`config.mk`:
```
export PLATFORM = sky130hd
export DESIGN_NAME = writeback_unit
export DESIGN_NICKNAME = d
export VERILOG_FILES = /design/src/rtl/writeback_unit_pkg.sv /design/src/rtl/wb_skid_buffer.sv /design/src/rtl/writeback_unit.sv
export SDC_FILE = /design/constraint.sdc
export NUM_CORES = 1
export LEC_CHECK = 0
export BUFFER_PORTS_ARGS = -buffer_cell sky130_fd_sc_hd__buf_4
export CORE_ASPECT_RATIO = 1.5
export CORE_MARGIN = 10
export CORE_UTILIZATION = 45
export CTS_CLUSTER_SIZE = 30
export DETAILED_ROUTE_END_ITERATION = 10
export MAX_ROUTING_LAYER = met4
export PLACE_DENSITY = 0.84
export SYNTH_ARGS = -nofsm -noshare
export SYNTH_HDL_FRONTEND = slang
export SYNTH_SLANG_ARGS = --single-unit
```
`constraint.sdc`:
```
create_clock -name clk -period 2.4 [get_ports clk]
set_input_delay 0.36 -clock clk [delete_from_list [all_inputs] [get_ports clk]]
set_output_delay 0.36 -clock clk [all_outputs]
set_load 0.005 [all_outputs]
```
`src/rtl/writeback_unit_pkg.sv`:
```
// =====================================================================
// writeback_unit_pkg : shared core widths for the writeback stage
// Rev 1.0
// =====================================================================
`default_nettype none

package writeback_unit_pkg;

    localparam int XLEN_DEFAULT      = 32;
    localparam int REG_COUNT_DEFAULT = 32;

    function automatic int addr_width(input int n);
        return (n <= 2) ? 1 : $clog2(n);
    endfunction

endpackage

`default_nettype wire

```
`src/rtl/wb_skid_buffer.sv`:
```
// =====================================================================
// wb_skid_buffer : single-entry holding slot for a deferred ALU write
// Rev 1.0
// =====================================================================
`default_nettype none

module wb_skid_buffer
    import writeback_unit_pkg::*;
#(
    parameter int XLEN = XLEN_DEFAULT,
    parameter int AW   = addr_width(REG_COUNT_DEFAULT)
) (
    input  logic            clk,
    input  logic            rst_n,
    input  logic            in_valid,
    output logic            in_ready,
    input  logic [AW-1:0]   in_rd,
    input  logic [XLEN-1:0] in_data,
    output logic            out_valid,
    input  logic            out_ready,
    output logic [AW-1:0]   out_rd,
    output logic [XLEN-1:0] out_data
);

    logic            full;
    logic [AW-1:0]   rd_q;
    logic [XLEN-1:0] data_q;

    // Fill and drain never coincide: a full slot refuses new entries.
    always_ff @(posedge clk or negedge rst_n) begin
        if (!rst_n) begin
            full   <= 1'b0;
            rd_q   <= '0;
            data_q <= '0;
        end else if (in_valid && in_ready) begin
            full   <= 1'b1;
            rd_q   <= in_rd;
            data_q <= in_data;
        end else if (out_ready && full) begin
            full   <= 1'b0;
        end
    end

    assign in_ready  = !full;
    assign out_valid = full;
    assign out_rd    = rd_q;
    assign out_data  = data_q;

endmodule

`default_nettype wire

```
`src/rtl/writeback_unit.sv`:
```
// =====================================================================
// writeback_unit : register-file write arbiter, load scoreboard, bypass
// Rev 1.0
// =====================================================================
`default_nettype none

module writeback_unit
    import writeback_unit_pkg::*;
#(
    parameter  int XLEN      = XLEN_DEFAULT,
    parameter  int REG_COUNT = REG_COUNT_DEFAULT,
    localparam int AW        = addr_width(REG_COUNT)
) (
    input  logic            clk,
    input  logic            rst_n,
    input  logic            alu_valid_i,
    output logic            alu_ready_o,
    input  logic [AW-1:0]   alu_rd_i,
    input  logic [XLEN-1:0] alu_data_i,
    input  logic            lsu_issue_i,
    input  logic [AW-1:0]   lsu_issue_rd_i,
    input  logic            lsu_valid_i,
    input  logic [AW-1:0]   lsu_rd_i,
    input  logic [XLEN-1:0] lsu_data_i,
    input  logic [AW-1:0]   dec_rs1_i,
    input  logic [AW-1:0]   dec_rs2_i,
    input  logic [AW-1:0]   dec_rd_i,
    input  logic [XLEN-1:0] rf_rs1_data_i,
    input  logic [XLEN-1:0] rf_rs2_data_i,
    output logic [XLEN-1:0] rs1_data_o,
    output logic [XLEN-1:0] rs2_data_o,
    output logic            hazard_o,
    output logic            write_en_o,
    output logic [AW-1:0]   write_addr_o,
    output logic [XLEN-1:0] write_data_o
);

    logic                 skid_in_ready;
    logic                 skid_full;
    logic [AW-1:0]        skid_rd;
    logic [XLEN-1:0]      skid_data;

    logic                 sel_valid;
    logic [AW-1:0]        sel_rd;
    logic [XLEN-1:0]      sel_data;

    logic [REG_COUNT-1:0] pending;
    logic [REG_COUNT-1:0] pending_next;

    // The skid only ever absorbs an ALU result that collides with a load.
    wb_skid_buffer #(
        .XLEN (XLEN),
        .AW   (AW)
    ) u_skid (
        .clk       (clk),
        .rst_n     (rst_n),
        .in_valid  (alu_valid_i && lsu_valid_i),
        .in_ready  (skid_in_ready),
        .in_rd     (alu_rd_i),
        .in_data   (alu_data_i),
        .out_valid (skid_full),
        .out_ready (!lsu_valid_i),
        .out_rd    (skid_rd),
        .out_data  (skid_data)
    );

    assign alu_ready_o = skid_in_ready;

    always_comb begin
        sel_valid = 1'b0;
        sel_rd    = '0;
        sel_data  = '0;
        if (lsu_valid_i) begin
            sel_valid = 1'b1;
            sel_rd    = lsu_rd_i;
            sel_data  = lsu_data_i;
        end else if (skid_full) begin
            sel_valid = 1'b1;
            sel_rd    = skid_rd;
            sel_data  = skid_data;
        end else if (alu_valid_i && alu_ready_o) begin
            sel_valid = 1'b1;
            sel_rd    = alu_rd_i;
            sel_data  = alu_data_i;
        end
    end

    // x0 writes consume their source but never reach the register file.
    always_ff @(posedge clk or negedge rst_n) begin
        if (!rst_n) begin
            write_en_o   <= 1'b0;
            write_addr_o <= '0;
            write_data_o <= '0;
        end else begin
            write_en_o <= sel_valid && (sel_rd != '0);
            if (sel_valid && (sel_rd != '0)) begin
                write_addr_o <= sel_rd;
                write_data_o <= sel_data;
            end
        end
    end

    // Set after clear so a new issue outranks a same-cycle return.
    always_comb begin
        pending_next = pending;
        if (lsu_valid_i) begin
            pending_next[lsu_rd_i] = 1'b0;
        end
        if (lsu_issue_i) begin
            pending_next[lsu_issue_rd_i] = 1'b1;
        end
        pending_next[0] = 1'b0;
    end

    always_ff @(posedge clk or negedge rst_n) begin
        if (!rst_n) begin
            pending <= '0;
        end else begin
            pending <= pending_next;
        end
    end

    assign hazard_o = pending[dec_rs1_i] || pending[dec_rs2_i] || pending[dec_rd_i]
                   || (skid_full && (skid_rd != '0)
                       && ((skid_rd == dec_rs1_i) || (skid_rd == dec_rs2_i)));

    assign rs1_data_o = (write_en_o && (write_addr_o == dec_rs1_i) && (dec_rs1_i != '0))
                      ? write_data_o : rf_rs1_data_i;
    assign rs2_data_o = (write_en_o && (write_addr_o == dec_rs2_i) && (dec_rs2_i != '0))
                      ? write_data_o : rf_rs2_data_i;

endmodule

`default_nettype wire

```
## Word level (Yosys, flattened, before mapping)

Cells that the tools add are included.

- Bits in registers: 107
- Word-level logic and storage cells: 70
- Input port bits: 163
- Bits in writable memories: 0
- ROM bits: 0
- Memories kept: 0
- Latch bits: 0
- Output and inout bits: 104

- Eq/ne operators: 4
- Multiplexer cells: 25
- Add/subtract/negate cells: 0
- Reductions and logical operators: 24
- Multipliers: 0
- Shift-type cells: 0
- Bitwise gates (word level): 3
- Div/mod/pow operators: 0
- $lt $le $gt $ge: 7

Operators by type and width:

| kind | number |
|---|---|
| $mux 32 | 7 |
| $and 32x32->32 | 1 |
| $not 32->32 | 1 |
| $or 32x32->32 | 1 |
| $lt 5x6->1 const B | 5 |
| $eq 5x5->1 | 4 |
| $reduce_bool 5->1 | 4 |
| $bmux 1 s5 | 3 |
| $mux 5 | 3 |
| $logic_and 1x1->1 | 13 |
| $demux 1 s5 | 2 |
| $ge 5x1->1 const B | 2 |
| $mux 1 | 10 |
| $logic_or 1x1->1 | 4 |
| $logic_not 1->1 | 2 |
| $reduce_bool 2->1 | 1 |

## Logic depth before layout (Yosys ltp)

- Word-level depth: 9
- Mapped depth: 8
- Depth with buffers taken out: 5

## By module

From an unflattened synthesis, not the netlist that was laid out.

- Cell total of the unflattened synthesis: 612
- Area total of the unflattened synthesis: 6985.4 um^2

By module, submodules not included:

| module | area each (um^2) | cells an instance | seq. area each (um^2) | times used |
|---|---|---|---|---|
| writeback_unit | 5470.2 | 530 | 1726.7 | 1 |
| wb_skid_buffer | 1515.2 | 82 | 950.9 | 1 |

## Worst setup path before layout

No wires, ideal clock.

- Path type: input to output
- Start: in dec_rd_i[1]
- End: out hazard_o
- Data arrival time: 1.977 ns
- Buffers on the path: 1
- Setup slack: 0.063 ns
- Stages: 6
- Required time: 2.040 ns
- Path through: buf_2 mux4_2 a22o_1 a221o_1 nor4_1 nand3_1

- Longest elaborated chain between the ends: 4

RTL lines:

| item | RTL line | RTL |
|---|---|---|
| start: declaration | writeback_unit.sv:27 | `input logic [AW-1:0] dec_rd_i,` |
| $bmux 1 s5 | writeback_unit.sv:123 | `assign hazard_o = pending[dec_rs1_i] \|\| pending[dec_rs2_i] \|\| pending[dec_rd_i]` |
| $mux 1 (implied by the code) | writeback_unit.sv:123 |  |
| $logic_or 1x1->1 | writeback_unit.sv:123 |  |
| $logic_or 1x1->1 | writeback_unit.sv:124 | `\|\| (skid_full && (skid_rd != '0)` |
| end: declaration | writeback_unit.sv:32 | `output logic hazard_o,` |

No other way between the ends. The select of a mux whose other input is x is not followed.

## Worst setup path in the final report

- Start: reg pending[23]
- End: out hazard_o

- Longest elaborated chain between the ends: 5
- Elaborated cells on any way between the ends: 9
- Those cells by class: mux (6); reduce/logical (3)

RTL lines:

| item | RTL line | RTL |
|---|---|---|
| start: declaration | writeback_unit.sv:47 | `logic [REG_COUNT-1:0] pending;` |
| start signal: assignment | writeback_unit.sv:119 | `pending <= pending_next;` |
| $bmux 1 s5 | writeback_unit.sv:123 |  |
| $mux 1 (implied by the code) | writeback_unit.sv:123 |  |
| $logic_or 1x1->1 | writeback_unit.sv:123 |  |
| $logic_or 1x1->1 (*) | writeback_unit.sv:123 |  |
| $logic_or 1x1->1 (*) | writeback_unit.sv:124 |  |

Mark *: on every way between the ends. The rest lies on a longest branch, timed or not. The select of a mux whose other input is x is not followed.

==> out/qor.log <==
INFO  critical_path  worstPathRequired=2.04ns
INFO  critical_path  critical_path_arrival=2.30ns
INFO  cts            cts.reportedPaths.clkPinSlew=0.08ns
INFO  floorplanning  die_w=119um
INFO  placed_design  port_buffers=266
INFO  placed_design  gp_routability_congestion=0.859
INFO  cts            tritoncts_num_sinks=107
INFO  finish         area_taken_by_multi_input_logic_gates=4030um2
INFO  placed_design  dpl.hpwl=17.6mm
INFO  finish         ff_latch_area=2690um2
INFO  grt            grt_most_used_layer=met2
INFO  cts            cts-root-to-sink-buffers=2
INFO  finish         final_net_count=1,035
INFO  finish         post-route-util=69.3%
INFO  sta            final_period_minus_worst_setup_slack=2.66ns
INFO  sta            clock-skew-final=0.00813ns
INFO  grt            global_route_total_overflow=0
INFO  power_and_ir_drop power.static_leakage=4.60nW
INFO  grt            grt_antenna_before_repair=2
INFO  route          post_route_drc_violation_count=0
INFO  sta            timing.slew.headroom=62.8%
INFO  yosys          yosys.area_share.xor_xnor=2.38%
INFO  critical_path  start_to_end_type_of_the_worst_setup_path=reg -> out
INFO  yosys          ys_seq_area_share=40.4%
INFO  grt            grt_first_pass_wirelength=36.6mm
INFO  sta            timing.final.max_slew_violations=0
INFO  sta            hold-worst-slack=0.246ns
INFO  critical_path  timing.critical_path.to_type=primary output
INFO  floorplanning  design.portCount=267
INFO  yosys          netlist-cell-type-count=42
INFO  floorplanning  die-height=169um
INFO  finish         post_route_cells_drive_above_1_share=57.0%
INFO  yosys          synth_area=6640um2
INFO  floorplanning  fp-row-count=54
INFO  floorplanning  fp.dieArea=20,100um2
INFO  cts            htree_levels=3
INFO  sta            unrepaired_setup_endpoints_after_global_routing=yes
INFO  finish         areaGrowthSynthToFinish=51.8%
INFO  cts            cts_inserted_buffers=9
INFO  route          drt-total-wl=25.6mm
INFO  grt            grt_pass1_vias=6,614
INFO  yosys          synth_compound_area_share=13.6%
INFO  grt            grtUsageMet2=41.9%
INFO  cts            tritoncts=built
INFO  placed_design  count_of_placed_standard_cells_including_taps=1,030
INFO  floorplanning  core_area=14,500um2
INFO  sta            worstMarginPinSlew=0.557ns
INFO  cts            worstSkewPairLatency=0.34ns
INFO  sta            hold_viol=0
INFO  yosys          combinational_family_with_the_most_area_after_synthesis=multiplexers
INFO  yosys          multiplexer_share_of_the_synthesized_area=32.0%
INFO  grt            met1_usage=25.1%
INFO  grt            grt_use_met3=4.03%
INFO  sta            final_critical_path_setup_slack=-0.264ns
INFO  placed_design  placed_area=8870um2
INFO  yosys          synth.ff_latch_count=107
INFO  status         status=finished, violations left
INFO  route          avgRoutedWirePerCell=23.8um
INFO  finish         design_area=10,100um2
INFO  worst_hold_path holdCritPathClass=in -> reg
INFO  yosys          synth_fa_ha_area_share=0%
INFO  grt            grtUsageTotal=23.3%
INFO  power_and_ir_drop powerDensity=575nW/um2
INFO  floorplanning  initial_utilization=45.7%
INFO  yosys          number_of_nets_in_the_synthesized_netlist=755
INFO  grt            grt_max_degree=61
INFO  critical_path  worst_setup_path_start_kind=flip-flop
INFO  finish         fill_cells=1,033
INFO  yosys          syn-mean-instance-area=11.2um2
INFO  sta            period_share=111%
INFO  flow_run       max_cap_viol=0
INFO  sta            final-setup-viol-count=65
INFO  cts            clock_tree.root_cell=sky130_fd_sc_hd__clkbuf_16
INFO  status         violations_in_the_final_reports=setup timing
INFO  yosys          yosysWarnings=0
INFO  route          route.antenna.remaining_nets=0
INFO  route          dr.first_iter.drc_count=410
INFO  power_and_ir_drop post-layout-total-power=5.79mW
INFO  route          detailroute.via_count=6,327
INFO  yosys          post_synth_inst_count=592
INFO  power_and_ir_drop ir_worst_vdd=0.425mV
INFO  finish         fin_cells=1,074
INFO  route          firstDrtPassIters=5
INFO  critical_path  worstPathMaxFanout=2
INFO  yosys          synthSimpleGateAreaFrac=8.47%
INFO  route          vias_per_cell=5.89
INFO  sta            max_clock_freq=0.375GHz
[state kept, by name, summed over array words and instances (netlist names)]
name	flops
u_skid.out_valid	1
write_addr_o	5
write_data_o	32
u_skid.out_data	32
write_en_o	1
pending	31
u_skid.out_rd	5
[layout make-up]
type | instances | area share, %
multi-input combinational | 440 | 40.0
timing repair buffer | 308 | 27.6
sequential | 107 | 26.7
tap | 196 | 2.44
clock buffer | 10 | 2.37
clock inverter | 5 | 0.621
inverter | 6 | 0.224
antenna | 2 | 0.0497
[worst paths after layout]
path	slack, ns	to	startpoint	cells after the start
min reg2reg	0.51	u_skid.out_data[9]$_DFFE_PN0P_	u_skid.out_data[9]$_DFFE_PN0P_	1
min in group asynchronous	0.49	pending[18]$_DFF_PN0_	rst_n	2
max in group asynchronous	1.22	u_skid.out_data[14]$_DFFE_PN0P_	rst_n	3
min	0.25	u_skid.out_valid$_DFFE_PN0P_	alu_valid_i	2
max reg2reg	0.21	write_data_o[19]$_DFFE_PN0P_	u_skid.out_valid$_DFFE_PN0P_	6
max	-0.26	hazard_o	pending[23]$_DFF_PN0_	6
[logic make-up after synthesis]
| logic type | Yosys count |
|---|---|
| buf+inv | 45 |
| mux | 163 |
| flops | 107 |
| simple gates | 108 |
| compound gates | 151 |
| xor+xnor | 18 |
[Yosys cell counts, drive strengths merged]
cell    instances  share of area, %
nand2b          2              0.19
nand4b          1              0.13
o21ai          94               7.1
nor3b           1              0.11
or2             1             0.094
nand4           1             0.094
buf            17               1.6
a22oi          33               3.7
o21a            1              0.11
xnor2           5              0.66
nor2b          11               1.0
o22ai           7              0.66
mux2          133                23
or3b            4              0.53
and4b           1              0.15
o311a           1              0.15
nor3            6              0.45
nand2          43               2.4
or3             3              0.28
a41oi           1              0.13
a22o            1              0.13
nor2            9              0.51
inv             6              0.34
xor2           13               1.7
o211ai          2              0.23
nand3           9              0.68
clkbuf         22               1.2
o32ai           1              0.13
a221oi          5              0.75
mux4           22               7.5
nand3b         11               1.2
dfrtp         107                40
mux2i           8               1.2
or4             1              0.11
a221o           1              0.15
nor4            3              0.28
and3b           1              0.13
a21oi           4              0.30
[cells in the final DEF (no fill, tap or decap), drive strengths merged, types with 2 or more instances in the layout]
cell,synthesis,layout
diode,0,2
o21ai,94,94
xor2,13,13
xnor2,5,5
nor2b,11,11
a22oi,33,33
nor2,9,9
or3,3,3
a221oi,5,5
dfrtp,107,107
or3b,4,4
o211ai,2,2
nand3,9,9
nand2b,2,2
nor4,3,3
buf,17,305
a21oi,4,4
clkbuf,22,12
inv,6,7
mux2,133,133
nor3,6,6
mux2i,8,8
nand3b,11,11
mux4,22,22
o22ai,7,7
clkinv,0,2
nand2,43,43
[where the power goes]
| group | switching (mW) | leakage, nW | internal [mW] |
|---|---|---|---|
| sequential | 0.319 | 1.29 | 2.12 |
| clock | 0.667 | 0.146 | 0.840 |
| combinational | 0.714 | 3.17 | 1.13 |
| total | 1.70 | 4.60 | 4.09 |
[per-layer routing]
metal,vias to the layer above,wire (um)
met5,-,0
met1,3201,9400
met2,276,14100
met4,0,742
li1,2802,-
met3,48,1300
[what timing repair did]
action	CTS	global route
buffers inserted	15	4
hold buffers	1	0
resized for setup	84	60
endpoints found under the hold margin	21	0
endpoints found under the setup margin	65	77
pin swaps	10	3
gates cloned	4	3
[through the flow]
step	TNS (ns)	setup slack (ns)
floorplan	0	0.0627
global placement	-0.0804	-0.0804
detailed placement	-0.101	-0.101
CTS	-5.74	-0.214
global route	-15.09	-0.278
finish	-10.21	-0.264
[critical path, cell delays in order (launching register included)]
cell	delay (ns)
sky130_fd_sc_hd__dfrtp_1	0.40
sky130_fd_sc_hd__mux4_2	0.47
sky130_fd_sc_hd__a22o_1	0.22
sky130_fd_sc_hd__a221o_1	0.32
sky130_fd_sc_hd__nor4_1	0.26
sky130_fd_sc_hd__nand3_1	0.13
sky130_fd_sc_hd__buf_4	0.16
Power figures use the tool's default switching activity.
